===== config.mk =====
export PLATFORM = sky130hd
export DESIGN_NAME = fetch_ctrl
export DESIGN_NICKNAME = d
export VERILOG_FILES = /design/src/rtl/cpu_pkg.sv /design/src/rtl/load_use_detect.sv /design/src/rtl/fetch_ctrl.sv
export SDC_FILE = /design/constraint.sdc
export NUM_CORES = 1
export LEC_CHECK = 0
export BUFFER_PORTS_ARGS = -buffer_cell sky130_fd_sc_hd__buf_2
export CAP_MARGIN = 0
export CELL_PAD_IN_SITES_DETAIL_PLACEMENT = 1
export CELL_PAD_IN_SITES_GLOBAL_PLACEMENT = 2
export CORE_MARGIN = 2
export CORE_UTILIZATION = 27
export DETAILED_ROUTE_END_ITERATION = 10
export GPL_ROUTABILITY_DRIVEN = 0
export PLACE_DENSITY = 0.77
export SYNTH_ARGS = -nofsm -noshare
export SYNTH_HDL_FRONTEND = slang
export SYNTH_SLANG_ARGS = --single-unit

===== constraint.sdc =====
create_clock -name clk_i -period 2 [get_ports clk_i]
set_input_delay 0.1 -clock clk_i [delete_from_list [all_inputs] [get_ports clk_i]]
set_output_delay 0.1 -clock clk_i [all_outputs]
set_load 0.03 [all_outputs]

===== src/rtl/cpu_pkg.sv =====
// Shared CPU front-end definitions: fetch sequencer states, PC increment and NOP encoding.
package cpu_pkg;

    typedef enum logic [1:0] {
        IDLE       = 2'd0,
        RUN        = 2'd1,
        REDIR_WAIT = 2'd2
    } fetch_state_e;

    localparam logic [31:0] PC_INC    = 32'd4;
    localparam logic [31:0] NOP_INSTR = 32'h0000_0000;

endpackage


===== src/rtl/load_use_detect.sv =====
// Load-use hazard comparator: the load in EX writes a register the ID instruction reads.
module load_use_detect
    import cpu_pkg::*;
#(
    parameter int unsigned REG_AW = 5
) (
    input  logic              i_idex_memread,
    input  logic [REG_AW-1:0] i_idex_rt,
    input  logic [REG_AW-1:0] i_ifid_rs,
    input  logic [REG_AW-1:0] i_ifid_rt,
    output logic              o_load_use
);

    logic w_rt_nonzero;
    logic w_src_match;

    // Register 0 is hardwired, so a load targeting it never creates a dependency.
    assign w_rt_nonzero = (i_idex_rt != REG_AW'(0));
    assign w_src_match  = (i_idex_rt == i_ifid_rs) || (i_idex_rt == i_ifid_rt);
    assign o_load_use   = i_idex_memread && w_rt_nonzero && w_src_match;

endmodule


===== src/rtl/fetch_ctrl.sv =====
// Front-end sequencer: picks next PC and drives PC hold, IF/ID write/flush and ID/EX bubble.
module fetch_ctrl
    import cpu_pkg::*;
#(
    parameter int unsigned REG_AW = 5,
    parameter int unsigned CNT_W  = 16
) (
    input  logic              clk_i,
    input  logic              rst_i,
    input  logic              start_i,
    input  logic [31:0]       pc_i,
    input  logic              imem_stall_i,
    input  logic              redirect_i,
    input  logic [31:0]       redirect_tgt_i,
    input  logic              idex_memread_i,
    input  logic [REG_AW-1:0] idex_rt_i,
    input  logic [REG_AW-1:0] ifid_rs_i,
    input  logic [REG_AW-1:0] ifid_rt_i,
    output logic [31:0]       pc_next_o,
    output logic              hazard_o,
    output logic              ifid_write_o,
    output logic              ifid_flush_o,
    output logic              idex_bubble_o,
    output logic [CNT_W-1:0]  stall_cnt_o,
    output logic [CNT_W-1:0]  flush_cnt_o
);

    localparam logic [CNT_W-1:0] CNT_MAX = '1;

    fetch_state_e     r_state;
    fetch_state_e     w_next_state;
    logic [31:0]      r_pend;
    logic [CNT_W-1:0] r_stall_cnt;
    logic [CNT_W-1:0] r_flush_cnt;
    logic             w_load_use;
    logic             w_pend_load;
    logic             w_stall_inc;

    load_use_detect #(
        .REG_AW (REG_AW)
    ) u_load_use (
        .i_idex_memread (idex_memread_i),
        .i_idex_rt      (idex_rt_i),
        .i_ifid_rs      (ifid_rs_i),
        .i_ifid_rt      (ifid_rt_i),
        .o_load_use     (w_load_use)
    );

    // State register
    always_ff @(posedge clk_i or negedge rst_i) begin
        if (!rst_i) begin
            r_state <= IDLE;
        end else begin
            r_state <= w_next_state;
        end
    end

    // Next-state logic; dropping start_i always returns to IDLE
    always_comb begin
        w_next_state = r_state;
        if (!start_i) begin
            w_next_state = IDLE;
        end else begin
            case (r_state)
                IDLE: w_next_state = RUN;
                RUN: begin
                    if (!w_load_use && redirect_i && imem_stall_i) begin
                        w_next_state = REDIR_WAIT;
                    end
                end
                REDIR_WAIT: begin
                    if (!imem_stall_i) begin
                        w_next_state = RUN;
                    end
                end
                default: w_next_state = IDLE;
            endcase
        end
    end

    // Output logic; defaults are the IDLE (hold everything, bubble EX) values
    always_comb begin
        pc_next_o     = pc_i;
        hazard_o      = 1'b1;
        ifid_write_o  = 1'b0;
        ifid_flush_o  = 1'b0;
        idex_bubble_o = 1'b1;
        if (start_i) begin
            case (r_state)
                RUN: begin
                    if (!w_load_use) begin
                        if (redirect_i && imem_stall_i) begin
                            ifid_write_o  = 1'b1;
                            ifid_flush_o  = 1'b1;
                            idex_bubble_o = 1'b0;
                        end else if (redirect_i) begin
                            pc_next_o     = redirect_tgt_i;
                            hazard_o      = 1'b0;
                            ifid_write_o  = 1'b1;
                            ifid_flush_o  = 1'b1;
                            idex_bubble_o = 1'b0;
                        end else if (!imem_stall_i) begin
                            pc_next_o     = pc_i + PC_INC;
                            hazard_o      = 1'b0;
                            ifid_write_o  = 1'b1;
                            idex_bubble_o = 1'b0;
                        end
                    end
                end
                REDIR_WAIT: begin
                    // The word arriving from the old PC is wrong-path, so it is flushed too
                    ifid_write_o  = 1'b1;
                    ifid_flush_o  = 1'b1;
                    idex_bubble_o = 1'b0;
                    if (!imem_stall_i) begin
                        pc_next_o = r_pend;
                        hazard_o  = 1'b0;
                    end
                end
                default: ;
            endcase
        end
    end

    assign w_pend_load = (r_state == RUN) && (w_next_state == REDIR_WAIT);
    assign w_stall_inc = start_i && (r_state != IDLE) && hazard_o;

    // Redirect target held while imem finishes the in-flight fetch
    always_ff @(posedge clk_i or negedge rst_i) begin
        if (!rst_i) begin
            r_pend <= 32'd0;
        end else if (!start_i) begin
            r_pend <= 32'd0;
        end else if (w_pend_load) begin
            r_pend <= redirect_tgt_i;
        end
    end

    // Saturating performance counters
    always_ff @(posedge clk_i or negedge rst_i) begin
        if (!rst_i) begin
            r_stall_cnt <= '0;
            r_flush_cnt <= '0;
        end else begin
            if (w_stall_inc && (r_stall_cnt != CNT_MAX)) begin
                r_stall_cnt <= r_stall_cnt + CNT_W'(1);
            end
            if (ifid_flush_o && (r_flush_cnt != CNT_MAX)) begin
                r_flush_cnt <= r_flush_cnt + CNT_W'(1);
            end
        end
    end

    assign stall_cnt_o = r_stall_cnt;
    assign flush_cnt_o = r_flush_cnt;

endmodule

# [Word level (Yosys, flattened, before mapping)]
# Cells that the tools add are included.
# W data, S select, Z words.
[classes] add_sub_neg=3 mul=0 div=0 order_cmp=0 eq_ne=8 shift=0 mux=34 bitwise=0 reduce_logical=15
[op_table] cell="$mux W32" count=8
[op_table] cell="$pmux W32 S2" count=1
[op_table] cell="$add A16 B1 Y16 const B" count=2
[op_table] cell="$add A32 B3 Y32 const B" count=1
[op_table] cell="$ne A16 B16 Y1 const B" count=2
[op_table] cell="$mux W1" count=17
[op_table] cell="$eq A5 B5 Y1" count=2
[op_table] cell="$logic_and A1 B1 Y1" count=10
[op_table] cell="$pmux W1 S2" count=4
[op_table] cell="$mux W2" count=3
[op_table] cell="$pmux W2 S3" count=1
[op_table] cell="$reduce_bool A5 Y1" count=1
[op_table] cell="$eq A2 B2 Y1 const B" count=2
[op_table] cell="$eq A2 B1 Y1 const B" count=1
[op_table] cell="$logic_not A2 Y1" count=1
[op_table] cell="$ne A2 B1 Y1 const B" count=1
[op_table] cell="$reduce_bool A2 Y1" count=1
[op_table] cell="$logic_not A1 Y1" count=1
[op_table] cell="$logic_or A1 B1 Y1" count=1
[word_totals] ff_bits=66 latchBits=0 ram_bits=0 mem_bits_ro=0 input_bits=85 elab_cells=64 memories=0

# [Logic depth before layout (Yosys ltp)]
# Gate-level depths: netlist of the first run.
[logic_depth] word_depth=13 ltp_mapped=10

# [Cells and area by module]
# From an unflattened synthesis of the first run, not the netlist that was laid out.
[hier_totals] hier_cells=622 area_unflattened_um2=5022.3
[by_module_without_submodules] mod="fetch_ctrl" instances=1 cells_each=605 area_each_um2=4897.2
[by_module_without_submodules] mod="load_use_detect" instances=1 cells_each=17 area_each_um2=125.1

# [Worst setup path after synthesis of the first run]
# No wires, ideal clock.
[synth_path] path_type="register to output" start="register r_state[0]" end="output port pc_next_o[26]" t_arrival_ns=2.344 setup_slack_ns=-0.444 path_stages_with_launch=10 path_cell_list="dfrtp_1 -> inv_1 -> ha_1 -> and2_1 -> buf_2 -> nand2_1 -> clkbuf_1 -> nor2_1 -> o221ai_1 -> o31ai_1"
[synth_between] elab_chain_len=3 elab_cells_between_ends=4
[synth_lines] element="start: declaration" line="fetch_ctrl.sv:30" rtl="fetch_state_e r_state;"
[synth_lines] element="start signal: assignment" line="fetch_ctrl.sv:54" rtl="r_state <= w_next_state;"
[synth_lines] element="$eq A2 B2 Y1 or $eq A2 B1 Y1 (tied branches)" line="fetch_ctrl.sv:89" rtl="case (r_state)"
[synth_lines] element="$pmux W32 S2 *" line="fetch_ctrl.sv:89"
[synth_lines] element="$mux W32 *" line="fetch_ctrl.sv:88" rtl="if (start_i) begin"
[synth_lines] element="end: declaration" line="fetch_ctrl.sv:19" rtl="output logic [31:0] pc_next_o,"
# Every way passes the cells marked *; elsewhere a longest branch is shown, timed or not.

# [Final worst setup path of the first run]
[layout_path] start="register r_state[0]" end="output port pc_next_o[31]"
# The elaborated chain is that of the path after synthesis.

==> results of run 1 <==
-- power breakdown --
group          total (W)  internal (W)  switching [W]
Combinational    0.00213      0.000896        0.00124
Sequential       0.00151       0.00142      0.0000826
Clock            0.00158      0.000849       0.000734
-- flip-flops by register name, summed over array words and instances, names as in the netlist --
signal	flops
flush_cnt_o	16
r_pend	32
stall_cnt_o	16
r_state	2
-- stage by stage --
step / power, W / cells / setup slack, ns / TNS, ns / utilization
6_report: 0.005225 / 1207 / -0.4376 / -18.02 / 0.5043
5_1_grt: 0.005424 / 1207 / -0.4902 / -22.99 / 0.5043
4_1_cts: 0.005102 / 1186 / -0.3324 / -9.337 / 0.4721
3_5_place_dp: 0.003178 / 1134 / -0.3923 / -17.44 / 0.3875
3_3_place_gp: 0.003117 / 1134 / -0.3057 / -7.084 / 0.3875
2_1_floorplan: 0.002400 / 655 / 0.005947 / 0 / -
-- Yosys cell counts, drive strengths merged, types with 4 or more instances --
cell type   n  area share
and3       17       0.021
a221o       9       0.018
a31oi       7      0.0085
xnor2      18       0.031
and2        5      0.0061
o21ai      75       0.075
a32oi       5      0.0085
buf        16       0.019
a22oi      16       0.023
ha          7       0.017
xor2       26       0.044
o21a        4      0.0073
o22ai       5      0.0073
dfrtp      66        0.32
and4        6       0.011
a221oi      4      0.0068
inv        43       0.031
nand3      51       0.050
nand4       7      0.0098
nor2       46       0.034
nand2      70       0.051
clkbuf     26       0.019
o31ai       6       0.011
nor4       11       0.015
nor3       19       0.022
a21oi      37       0.038
o211ai      7       0.013
o221ai      5      0.0085
-- repair_timing --
item,CTS,global route
endpoints found under the hold margin,36,0
pin swaps,37,43
cloned,6,1
resized for setup,218,106
endpoints found under the setup margin,89,96
hold buffers,7,0
setup buffers,24,23
-- kinds of logic after synthesis --
group           Yosys count  synth area share
simple gates            243            0.2390
compound gates          205            0.2678
buf+inv                  86           0.07007
flops                    66            0.3223
xor+xnor                 44           0.07520
fa+ha+maj                 7           0.01709
mux                       4          0.008545
-- layout by cell type, fill, tap and decap left out, types with 21 or more instances in the layout --
cell	count
sky130_fd_sc_hd__nor2_1	32
sky130_fd_sc_hd__dfrtp_1	61
sky130_fd_sc_hd__o21ai_2	39
sky130_fd_sc_hd__buf_2	115
sky130_fd_sc_hd__buf_6	69
sky130_fd_sc_hd__nand3_1	21
sky130_fd_sc_hd__inv_1	40
sky130_fd_sc_hd__a21oi_1	28
sky130_fd_sc_hd__nand2_1	63
sky130_fd_sc_hd__nand3_2	27
sky130_fd_sc_hd__buf_4	132
sky130_fd_sc_hd__xor2_1	26
-- final cells by class --
class,count,area [um2],area share
Antenna cell,1,2.502,0.0002662
Clock buffer,9,225.2,0.02396
Clock inverter,7,53.80,0.005723
Inverter,44,172.7,0.01837
Multi-Input combinational cell,504,4203,0.4470
Sequential cell,66,1658,0.1763
Tap cell,234,292.8,0.03114
Timing Repair Buffer,342,2794,0.2972
-- metal layers --
layer | share of wire | vias up | wire (um) | track usage
li1 | - | 3022 | - | -
met4 | 0.033 | 0 | 893 | 0.1026
met3 | 0.043 | 59 | 1159 | 0.03847
met1 | 0.41 | 3420 | 11010 | 0.3140
met2 | 0.51 | 229 | 13690 | 0.4400
met5 | 0 | - | 0 | 0
-- how the worst min path moves through the flow --
stage | from | end | depth (start not counted)
after detailed placement | rst_i | stall_cnt_o[3] | 1
final | redirect_tgt_i[28] | r_pend[28] | 3
after global routing | redirect_tgt_i[18] | r_pend[18] | 3
after floorplan | rst_i | flush_cnt_o[0] | 0
after CTS | redirect_tgt_i[21] | r_pend[21] | 3
after global placement | rst_i | stall_cnt_o[1] | 1
-- worst reg2reg max path: stages, from the launching register on --
cell                      delay, ns
sky130_fd_sc_hd__dfrtp_1       0.42
sky130_fd_sc_hd__buf_6         0.14
sky130_fd_sc_hd__buf_6         0.11
sky130_fd_sc_hd__ha_4          0.17
sky130_fd_sc_hd__buf_4         0.13
sky130_fd_sc_hd__buf_6         0.10
sky130_fd_sc_hd__a21o_1        0.18
sky130_fd_sc_hd__o21ai_2       0.20
sky130_fd_sc_hd__a31oi_4       0.07
sky130_fd_sc_hd__o31ai_4       0.12
sky130_fd_sc_hd__buf_12        0.19
sky130_fd_sc_hd__buf_8         0.12
sky130_fd_sc_hd__nor3_2        0.04
sky130_fd_sc_hd__xor2_1        0.14
==> summary by stage, run 1 <==
Run status
The run finished, with violations left. The checks that failed: setup timing.

Floorplanning
The die covers 0.02010 mm2. From bottom edge to top edge, the die measures 141.8 um. The count of pins on the block boundary is 153.

The horizontal die dimension is 141.8 um. The initialized floorplan defines 50 standard-cell rows. The region available for standard cell placement spans 0.01864 mm2. The initial core utilization is 0.2749.

Critical path
STA classifies the critical path startpoint as a register. The launch point of the worst reg-to-reg path is r_state[0]. The reg-to-reg endpoint is stall_cnt_o[6].

The critical path's slowest cell is sky130_fd_sc_hd__dfrtp_1. The worst register-to-register path has a depth of 13. The timing endpoint of the critical path is pc_next_o[31]. The cell seen most often among critical-path stages is sky130_fd_sc_hd__nand2_1. The critical path depth in cells is 10. The critical setup path kind is register to primary output. At the worst endpoint, the required time is 1.90 ns.

The number of buffer and inverter stages on the critical path is 3. At the worst endpoint, the arrival time is 2.34 ns. Setup slack on the worst reg-to-reg path comes out at -0.26 ns. The peak fanout along the critical path is 4. The start point of the critical path is r_state[0]. STA classifies the critical path endpoint as a primary output. Walking the worst path, the cells encountered are inv_2 -> ha_4 -> and2_4 -> buf_4 -> nand2_1 -> o21ai_2 -> a22oi_2 -> nand2_1 -> a2bb2oi_2 -> buf_6. The category of cells accounting for the largest share of critical-path delay is compound AO/OA/AOI/OAI gates. The largest single stage delay on the critical path is 0.42 ns.

Synth
Among all flip-flop cells after synthesis, the most frequent one is sky130_fd_sc_hd__dfrtp_1. The number of different library cells used by synthesis comes to 69. The total standard cell area after synthesis is 0.005125 mm2. In the synthesized netlist the async set-or-reset flop fraction comes to 1.000. The synthesized flop and latch total is 66.

The number of instances in the synthesized netlist is 655. Yosys printed 0 warnings. Synthesis produced a netlist with a net count of 747. For this run, the register share of the synthesized area comes to 0.3223. In this run, synthesis inferred 0 flip-flops with an integrated enable. The average instance area after synthesis is 7.824 um2.

Final layout
From synthesis to final layout, the design area changed by 83.45%. The proportion of layout cells with a drive suffix above 1 is 0.5525. For this run, the post-layout net count is 1059. The post-layout instance area is 0.009402 mm2.

The fill cell instance count of the final layout is 2179.

Clocking
The number of clock buffers added by TritonCTS is 9. The clock sink count is 66. Clock tree synthesis selected as its root buffer the cell sky130_fd_sc_hd__clkbuf_16. TritonCTS built the clock tree. The H-tree was split into 3 levels.

The maximum number of buffers from clock root to sink is 2. The clock reaches the later pin of the worst-skew pair after 0.35 ns. After clock tree synthesis, the clock-pin slew on the worst setup and hold paths is 0.07 ns.

STA
The relative max-transition margin is 0.4856. The number of failing hold endpoints at the final stage was 0. Once routing completed, OpenROAD measured the worst setup slack at -0.4376 ns. Static timing analysis puts the maximum clock frequency at 0.4102 GHz. Setup violations remaining at the end of the flow were counted as 93. Dividing the final minimum period by the clock period gives 1.219. The final number of max-transition violations was 0.

The time the worst path needs with I/O delays and setup is 2.438 ns. The worst hold slack after final layout is 0.001338 ns. Setup repair after global routing could not meet its margin everywhere.

For the pin with the worst max-slew slack, the measured transition is 0.7716 ns. The clock arrives with 0.008804 ns of skew.

Power
Power spread over the standard cell area amounts to 555.7 mW/mm2. The peak supply drop is 0.0004350 V. Summed over all cells, the static leakage comes to 4.497 nW.

Route
The detailed-route DRC error count is 0. The detailed-router iteration count before antenna repair is 7. The total routed wirelength is 26.75 mm. The number of DRC violations after detailed-routing iteration 0 is 412.

In the routed layout, each cell is associated on average with a via count of 5.576. The routed via count is 6730. Dividing the detail-routed wire length by the instance count gives 22.16 um. The remaining number of nets flagged by the antenna check after routing is 0.

Global routing
Entering global routing, the biggest net connects 37 pins. The overall overflow remaining after global route is 0. The initial antenna violation count is 1. The global-route wire length before repair is 39.40 mm. The total routing resource utilization after global routing is 0.2530. The number of global-route vias before repair is 7041.

Placed design
The post-detailed-placement cell area is 0.007224 mm2. The detailed-placement wirelength estimate is 17.84 mm. The number of buffer cells added on primary ports is 152.

Worst hold path
The path class of the tightest hold or removal check is primary input to register.

Flow run
The max-cap violation count is 0.
Power figures use the tool's default switching activity.
==> run 2, diff against run 1 <==
- SYNTH_HIERARCHICAL: not set -> 1
==> summary by stage, run 2 <==
STA
The highest attainable clock frequency was 0.3936 GHz (-4.1%). Setup repair after global routing could not meet its margin everywhere. The slew at the pin with the worst max-slew slack is 0.9989 ns (+0.2273 ns). The final clock period utilization by the worst path is 1.270 (+0.05150). The number of failing hold endpoints at the final stage was 1 (+1).

The relative max-transition margin is 0.3289 (-0.1567). The setup slack after layout is -0.5406 ns (-0.1030 ns). The worst clock skew on the final layout came to 0.01046 ns (+0.001651 ns). The final setup violation count is 96 (+3.2%).

The final number of max-transition violations is 0 (unchanged). The time the worst path needs with I/O delays and setup is 2.541 ns (+0.1030 ns). The worst hold slack after final layout was -0.006113 ns (-0.007451 ns).

Final layout
In the layout the commonest cells are sky130_fd_sc_hd__buf_2 (114), sky130_fd_sc_hd__buf_4 (102), sky130_fd_sc_hd__buf_6 (88). The proportion of layout cells with a drive suffix above 1 is 0.5521 (about the same). The register with the most flip-flops in the final layout is r_pend. The net count reported at finish is 1028 (-2.9%). The flip-flop count of the largest register, all copies and words added was 32 (unchanged). Leaving out fill and tap cells, the most frequent cell in the layout is sky130_fd_sc_hd__buf_2.

Compared with the post-synthesis result, the final layout area differs by 88.17%.

Critical path
The worst setup slack for register-to-register paths is -0.30 ns (-0.04 ns). The kind of start point of the critical path is a primary input. The critical path data arrival time is 2.44 ns (+0.10 ns). The critical path's slowest cell is sky130_fd_sc_hd__a222oi_1. STA classifies the critical path endpoint as a primary output. The cell that appears most often on the critical path is sky130_fd_sc_hd__buf_6. The peak fanout along the critical path is 6 (+2).

The critical path depth in cells was 11 (+1). The logic depth of the worst register-to-register path is 13 (unchanged). The critical setup path kind is primary input to primary output.

Broken down by cell family, the worst path's largest delay share belongs to compound AO/OA/AOI/OAI gates. Traced cell by cell, the critical path runs through buf_6 -> or4_4 -> o21ai_2 -> a21oi_2 -> buf_6 -> a21o_4 -> buf_6 -> a22o_1 -> a222oi_1 -> o31ai_4 -> buf_6. The endpoint required time on the critical path was 1.90 ns (about the same). The critical path's largest stage delay is 0.54 ns (+0.12 ns). The number of buffer and inverter stages on the critical path is 4 (+1).

Synth
The most frequent cell after synthesis is sky130_fd_sc_hd__nand2_1. By area the synthesized netlist is led by sky130_fd_sc_hd__dfrtp_1 (33%), sky130_fd_sc_hd__nand2_1 (7.9%), sky130_fd_sc_hd__o21ai_0 (5.9%). The average instance area after synthesis came to 8.074 um2 (+3.2%).

The number of instances in the synthesized netlist is 622 (-5.0%). The count of synthesis-stage warnings from yosys is 6 (+6). The synthesized flop and latch total is 66 (unchanged). The part of the Yosys area used for sequential elements was 0.3288 (+0.006583).

By count the netlist is led by sky130_fd_sc_hd__nand2_1 (106), sky130_fd_sc_hd__dfrtp_1 (66), sky130_fd_sc_hd__o21ai_0 (59). The count of unique library cells instantiated by Yosys came to 75 (+8.7%). The largest area contributor in the synthesized netlist is sky130_fd_sc_hd__dfrtp_1. The count of flip-flops with a built-in enable after synthesis is 0 (unchanged). The number of nets produced by synthesis came to 714 (-4.4%). The total standard cell area after synthesis is 0.005022 mm2 (-2.0%). The area share of the leading cell type in the synthesized netlist came to 0.3288 (+0.006583). The primary flip-flop cell chosen by synthesis mapping is sky130_fd_sc_hd__dfrtp_1. The fraction of synthesis flops using an asynchronous set or reset pin was 1.000 (unchanged).

Global routing
The overall overflow remaining after global route was 0 (unchanged). The total routing resource utilization after global routing was 0.2589 (+0.005830). The number of global-route vias before repair was 7083 (+0.60%). The largest net degree at the start of global routing is 67 (+81%).

The initial antenna violation count is 3 (+2). The global-route wire length before repair is 39.92 mm (+1.3%).

Clocking
The clock root buffer is sky130_fd_sc_hd__clkbuf_16. The clock-pin slew on the worst setup and hold paths is 0.06 ns (about the same). The CTS tree is built. The clock network latency to the later pin of the worst-skew pair is 0.35 ns (about the same).

The clock sink count is 66 (unchanged). The number of buffers inserted during clock tree synthesis came to 9 (unchanged). The depth of the CTS H-tree is 3 (unchanged). The maximum number of buffers from clock root to sink is 2 (unchanged).

Route
The routed length per placed instance is 23.35 um (+5.3%). The routed via count was 6684 (-0.68%). The total routed wirelength is 27.32 mm (+2.1%).

The detailed-router iteration count before antenna repair was 5 (-2). The per-cell via count in the routed design is 5.713 (+2.5%). The number of DRC violations after detailed-routing iteration 0 is 280 (-32%). The remaining number of nets flagged by the antenna check after routing is 0 (unchanged). The detailed-route DRC error count is 0 (unchanged).

Power
The total net switching power came to 0.001958 W (-4.8%). The relative contribution of sequential cells to total power is 0.287 (about the same). The peak supply drop is 0.0007172 V (+65%). The internal power of the cells is 0.003450 W (+8.9%). The cell area power density is 572.3 mW/mm2 (+3.0%). The leakage power total was 4.227 nW (-6.0%). The clock share of power is 0.328 (+0.025). The proportion of total power due to net switching came to 0.3621 (-0.03150). The total power is 0.005408 W (+3.5%). The combinational share of power is 0.385 (-0.024).

Floorplanning
The initial core utilization is 0.2777 (+0.002790). The number of standard-cell rows in the floorplan was 49 (-2.0%). The total die area is 0.01971 mm2 (-1.9%). The area of the core came to 0.01809 mm2 (-3.0%).

The die boundary height is 140.4 um (-0.98%). The count of pins on the block boundary was 153 (unchanged). The horizontal die dimension was 140.4 um (-0.98%).

Placed design
The post-place setup slack was -0.6654 ns (-0.2731 ns). The detailed-placement wirelength estimate is 16.99 mm (-4.7%). The number of buffer cells added on primary ports is 152 (unchanged).

Flow run
The max-cap violation count is 0 (unchanged).

Run status
The flow ran to the end, but the final reports show violations. The checks that failed: hold timing, setup timing.

Worst hold path
The depth of the worst hold-timing path is 3 (unchanged). The class of the tightest hold or removal check is primary input to register.
## run 2: cell count changes after synthesis, moves of 7 or more
cell	previous run	this run
sky130_fd_sc_hd__xor2_1	26	18
sky130_fd_sc_hd__nor4_1	10	2
sky130_fd_sc_hd__a21oi_1	36	29
sky130_fd_sc_hd__o21ai_1	46	2
sky130_fd_sc_hd__xnor2_1	18	26
sky130_fd_sc_hd__mux2i_1	1	8
sky130_fd_sc_hd__nor2_1	45	31
sky130_fd_sc_hd__nand3_1	51	34
sky130_fd_sc_hd__nand4_1	6	22
sky130_fd_sc_hd__nand2_1	70	106
sky130_fd_sc_hd__o21ai_0	27	59
sky130_fd_sc_hd__inv_1	43	10
## run 2: metal layers
| metal | part of all wire | GRT usage | routed length, um | up-vias |
|---|---|---|---|---|
| met2 | 0.49 | 0.4420 | 13340 | 281 |
| met5 | 0 | 0 | 0 | - |
| met4 | 0.052 | 0.1372 | 1428 | 0 |
| met3 | 0.065 | 0.05197 | 1772 | 91 |
| li1 | - | - | - | 2946 |
| met1 | 0.39 | 0.3071 | 10770 | 3366 |
## run 2: logic make-up (layout without fill, tap and decap cells)
kind of cell / after synthesis / after routing / synth area share
adders and majority gates: 7 / 7 / 0.01744
and+or+nand+nor: 258 / 258 / 0.2626
DFF: 66 / 66 / 0.3288
buffers and inverters: 52 / 370 / 0.04235
AOI/OAI and AO/OA: 183 / 183 / 0.2471
xor gates and xnor gates: 44 / 44 / 0.07673
muxes: 12 / 12 / 0.02491
other: 0 / 1 / 0
## run 2: metrics by stage
step           utilization  instance area [um2]  TNS (ns)  instances
2_1_floorplan            -                 5365    -8.284        622
3_3_place_gp        0.3907                 7066    -34.22       1079
3_5_place_dp        0.3907                 7066    -41.07       1079
4_1_cts             0.4894                 8851    -21.08       1150
5_1_grt             0.5224                 9448    -33.68       1169
6_report            0.5225                 9450    -26.97       1170
## run 2: layout make-up
type                            count  area [um2]
Sequential cell                    66        1652
Timing Repair Buffer              344        3070
Tap cell                          229       286.5
Clock buffer                       10       239.0
Fill cell                        2030        8636
Multi-Input combinational cell    504        4076
Antenna cell                        1       2.502
Inverter                           11       45.04
Clock inverter                      5       78.83
## run 2: power groups by stage
stage	clock network [W]	logic, W	registers (W)
after global routing	0.00187	0.00219	0.00157
final	0.00177	0.00208	0.00155
after detailed placement	0	0.00154	0.00157
after CTS	0.00180	0.00192	0.00155
after floorplan	0	0.000724	0.00170
after global placement	0	0.00150	0.00156
## run 2: worst register-to-register path: cells and delay by family (launching register included)
| family | cells | cell delay [ns] |
|---|---|---|
| and+or+nand+nor | 2 | 0.15 |
| adders and majority gates | 1 | 0.17 |
| buffers and inverters | 8 | 1.06 |
| DFF | 1 | 0.40 |
| AOI/OAI and AO/OA | 2 | 0.42 |
## run 2: what timing repair did
action | CTS | global route
hold buffers | 8 | 0
endpoints found under the hold margin | 73 | 0
gates cloned | 8 | 6
buffers inserted | 42 | 19
setup endpoints to repair | 83 | 99
pin swaps | 67 | 63
resized for setup | 230 | 96
## run 2: worst paths after layout
kind	end	start
setup / recovery	pc_next_o[28]	idex_rt_i[1]
hold / removal	r_pend[0]	redirect_tgt_i[0]
setup reg to reg	r_pend[16]	r_state[1]
hold reg to reg	stall_cnt_o[13]	stall_cnt_o[13]
max in group asynchronous	flush_cnt_o[0]	rst_i
min in group asynchronous	r_pend[18]	rst_i
==> run 3, diff against run 2 <==
- SETUP_SLACK_MARGIN: not set -> 0.05
- clock period: 2 -> 2.1 ns (I/O delays scaled with it)
==> summary by stage, run 3 (synthesis results as in run 2) <==
Run status
The flow ran to the end, but the final reports show violations. The checks that failed: setup timing.

Floorplanning
The number of standard-cell rows in the floorplan is 49 (unchanged). The initial core utilization was 0.2777 (unchanged). The horizontal die dimension was 140.4 um (unchanged). The total die area is 0.01971 mm2 (unchanged). The die boundary height is 140.4 um (unchanged). The area of the core was 0.01809 mm2 (unchanged).

The count of pins on the block boundary came to 153 (unchanged).

Final layout
r_pend holds more flip-flops than any other register. The commonest non-fill, non-tap cell in the layout is sky130_fd_sc_hd__buf_2. The net count reported at finish is 984 (-4.3%).

Relative to the synthesized area, the layout overhead comes to 74.54%. The top cell types in the final layout, fill and taps aside, are sky130_fd_sc_hd__buf_2 (114), sky130_fd_sc_hd__nand2_1 (99), sky130_fd_sc_hd__buf_4 (87). The post-route non-filler standard cell count is 1126 (-3.8%). The flip-flop count of the largest register, all copies and words added is 32 (unchanged).

The final core utilization came to 0.4847 (-0.03784). The proportion of layout cells with a drive suffix above 1 came to 0.4972 (-0.05491). The antenna diode count is 0 (-1).

Critical path
The reg-to-reg endpoint is r_pend[30]. The critical path data arrival time is 2.41 ns (-0.03 ns). The signal on the critical path passes through buf_6 -> or4_4 -> o21ai_4 -> a21oi_4 -> buf_12 -> a21o_4 -> clkbuf_16 -> a22o_1 -> a222oi_1 -> buf_4 -> o31ai_4 -> buf_6. The worst setup slack for register-to-register paths is -0.20 ns (+0.10 ns). The peak fanout along the critical path is 6 (unchanged). The number of buffer and inverter stages on the critical path was 5 (+1). The sort of element at the end of the critical path is a primary output. The critical setup path kind is primary input to primary output. The endpoint required time on the critical path came to 2.00 ns (+0.10 ns).

The worst setup path is launched from a primary input. The critical path's slowest cell is sky130_fd_sc_hd__or4_4. The cell seen most often among critical-path stages is sky130_fd_sc_hd__buf_6. In this design, the largest share of critical-path delay is due to compound AO/OA/AOI/OAI gates. The critical path's largest stage delay was 0.55 ns (about the same). The logic depth of the worst register-to-register path is 10 (-3).

The launch point of the worst reg-to-reg path is r_state[1].

Power
The leakage power total is 3.894 nW (-7.9%). The total power is 0.004985 W (-7.8%). The peak supply drop was 0.0004148 V (-42%). The cell area power density is 568.7 mW/mm2 (-0.62%).

STA
The time the worst path needs with I/O delays and setup is 2.511 ns. Setup repair after global routing could not meet its margin everywhere. The final clock period utilization by the worst path is 1.196.

The worst hold slack after final layout is 0.01423 ns (+0.02035 ns). The worst clock skew on the final layout is 0.008314 ns (-0.002142 ns). The slew at the pin with the worst max-slew slack came to 0.6861 ns (-0.3128 ns). The final number of max-transition violations is 0 (unchanged).

The final setup violation count is 96 (unchanged). The number of failing hold endpoints at the final stage is 0 (-1). The setup slack after layout is -0.4111 ns (+0.1296 ns).

The setup TNS is -16.49 ns (+10.48 ns). Derived from the worst setup path, the maximum achievable clock frequency is 0.3982 GHz. The relative max-transition margin is 0.5426 (+0.2137).

Route
The routed length per placed instance is 21.87 um (-6.3%). The routed via count is 6350 (-5.0%). The per-cell via count in the routed design is 5.639 (-1.3%). The number of DRC violations after detailed-routing iteration 0 is 322 (+15%).

The detailed-router iteration count before antenna repair is 5 (unchanged). The remaining number of nets flagged by the antenna check after routing is 0 (unchanged). The detailed-route DRC error count is 0 (unchanged).

The total routed wirelength is 24.63 mm (-9.8%).

Worst hold path
The tightest min-delay check is of the primary input to register type. The critical hold path startpoint is redirect_tgt_i[6]. The path with the worst hold slack has its endpoint at r_pend[6].

The depth of the worst hold-timing path is 3 (unchanged).

Flow run
The max-cap violation count is 0 (unchanged).

Clocking
The clock-pin slew on the worst setup and hold paths is 0.06 ns (about the same). The number of buffers inserted during clock tree synthesis is 9 (unchanged). The depth of the CTS H-tree is 3 (unchanged). TritonCTS built the clock tree. The clock root buffer is sky130_fd_sc_hd__clkbuf_16.

The clock sink count is 66 (unchanged). The maximum number of buffers from clock root to sink is 2 (unchanged). The clock network latency to the later pin of the worst-skew pair is 0.34 ns (about the same).

Global routing
The overall overflow remaining after global route is 0 (unchanged). The number of global-route vias before repair is 6786 (-4.2%). The global-route wire length before repair is 37.05 mm (-7.2%). The largest net degree at the start of global routing was 44 (-34%). The total routing resource utilization after global routing was 0.2393 (-0.01952).

The initial antenna violation count is 1 (-2).

Placed design
The number of buffer cells added on primary ports is 152 (unchanged). The detailed-placement wirelength estimate was 16.72 mm (-1.6%). The number of cells after detailed placement is 1062 (-1.6%).
==> run 3: cell count changes in the layout (fill, tap and decap cells not counted), sizes merged <==
cell         delta
clkinvlp        +3
dlygate4sd3     -1
inv             +1
clkbuf          -3
diode           -1
bufinv          -1
clkinv          -3
buf            -39
==> run 3: metal layers <==
metal / track usage / wire length, um / up-vias
met3: 0.05026 / 1528 / 79
li1: - / - / 2851
met5: 0 / 0 / -
met2: 0.4278 / 12510 / 268
met1: 0.2800 / 9620 / 3152
met4: 0.09410 / 975 / 0
==> run 3: worst max-delay path by stage <==
stage	slack (ns)	start	end	cells past startpoint
2_1_floorplan	-0.20	idex_rt_i[1]	pc_next_o[28]	10
3_3_place_gp	-0.39	idex_rt_i[1]	pc_next_o[30]	12
3_5_place_dp	-0.44	idex_rt_i[1]	r_pend[24]	11
4_1_cts	-0.35	idex_rt_i[1]	pc_next_o[28]	12
5_1_grt	-0.39	idex_rt_i[1]	pc_next_o[25]	12
6_report	-0.41	idex_rt_i[1]	pc_next_o[28]	12
==> run 3: power breakdown <==
part | switching [W] | internal, W
sequential | 0.000113 | 0.00136
clock | 0.000628 | 0.000989
combinational | 0.00108 | 0.000816
total | 0.00182 | 0.00316
==> run 3: layout make-up <==
type                    instances  area [um2]
clock buffers                  11       252.7
clock inverters                 5       61.31
inverters                      11       45.04
well taps                     229       286.5
fillers                      2049        9320
flip-flops and latches         66        1653
repair buffers                300        2466
multi-input cells             504        4001
==> run 3: metrics by stage <==
stage | instance area, um2 | setup WS, ns
2_1_floorplan | 5328 | -0.1965
3_3_place_gp | 6957 | -0.3928
3_5_place_dp | 6957 | -0.4353
4_1_cts | 8254 | -0.3523
5_1_grt | 8766 | -0.3882
6_report | 8766 | -0.4111
==> run 3: timing repair <==
| action | CTS | global route |
|---|---|---|
| endpoints found under the hold margin | 29 | 0 |
| pin swaps | 39 | 63 |
| hold buffers | 7 | 0 |
| cloned | 3 | 1 |
| gates resized for setup | 178 | 98 |
| setup buffers | 31 | 12 |
| endpoints found under the setup margin | 78 | 99 |
==> run 3: tightest hold or removal path: cells and delay by family <==
kind	cells	cell delay, ns
buf+inv	1	0.11
simple gates	1	0.05
compound gates	1	0.06
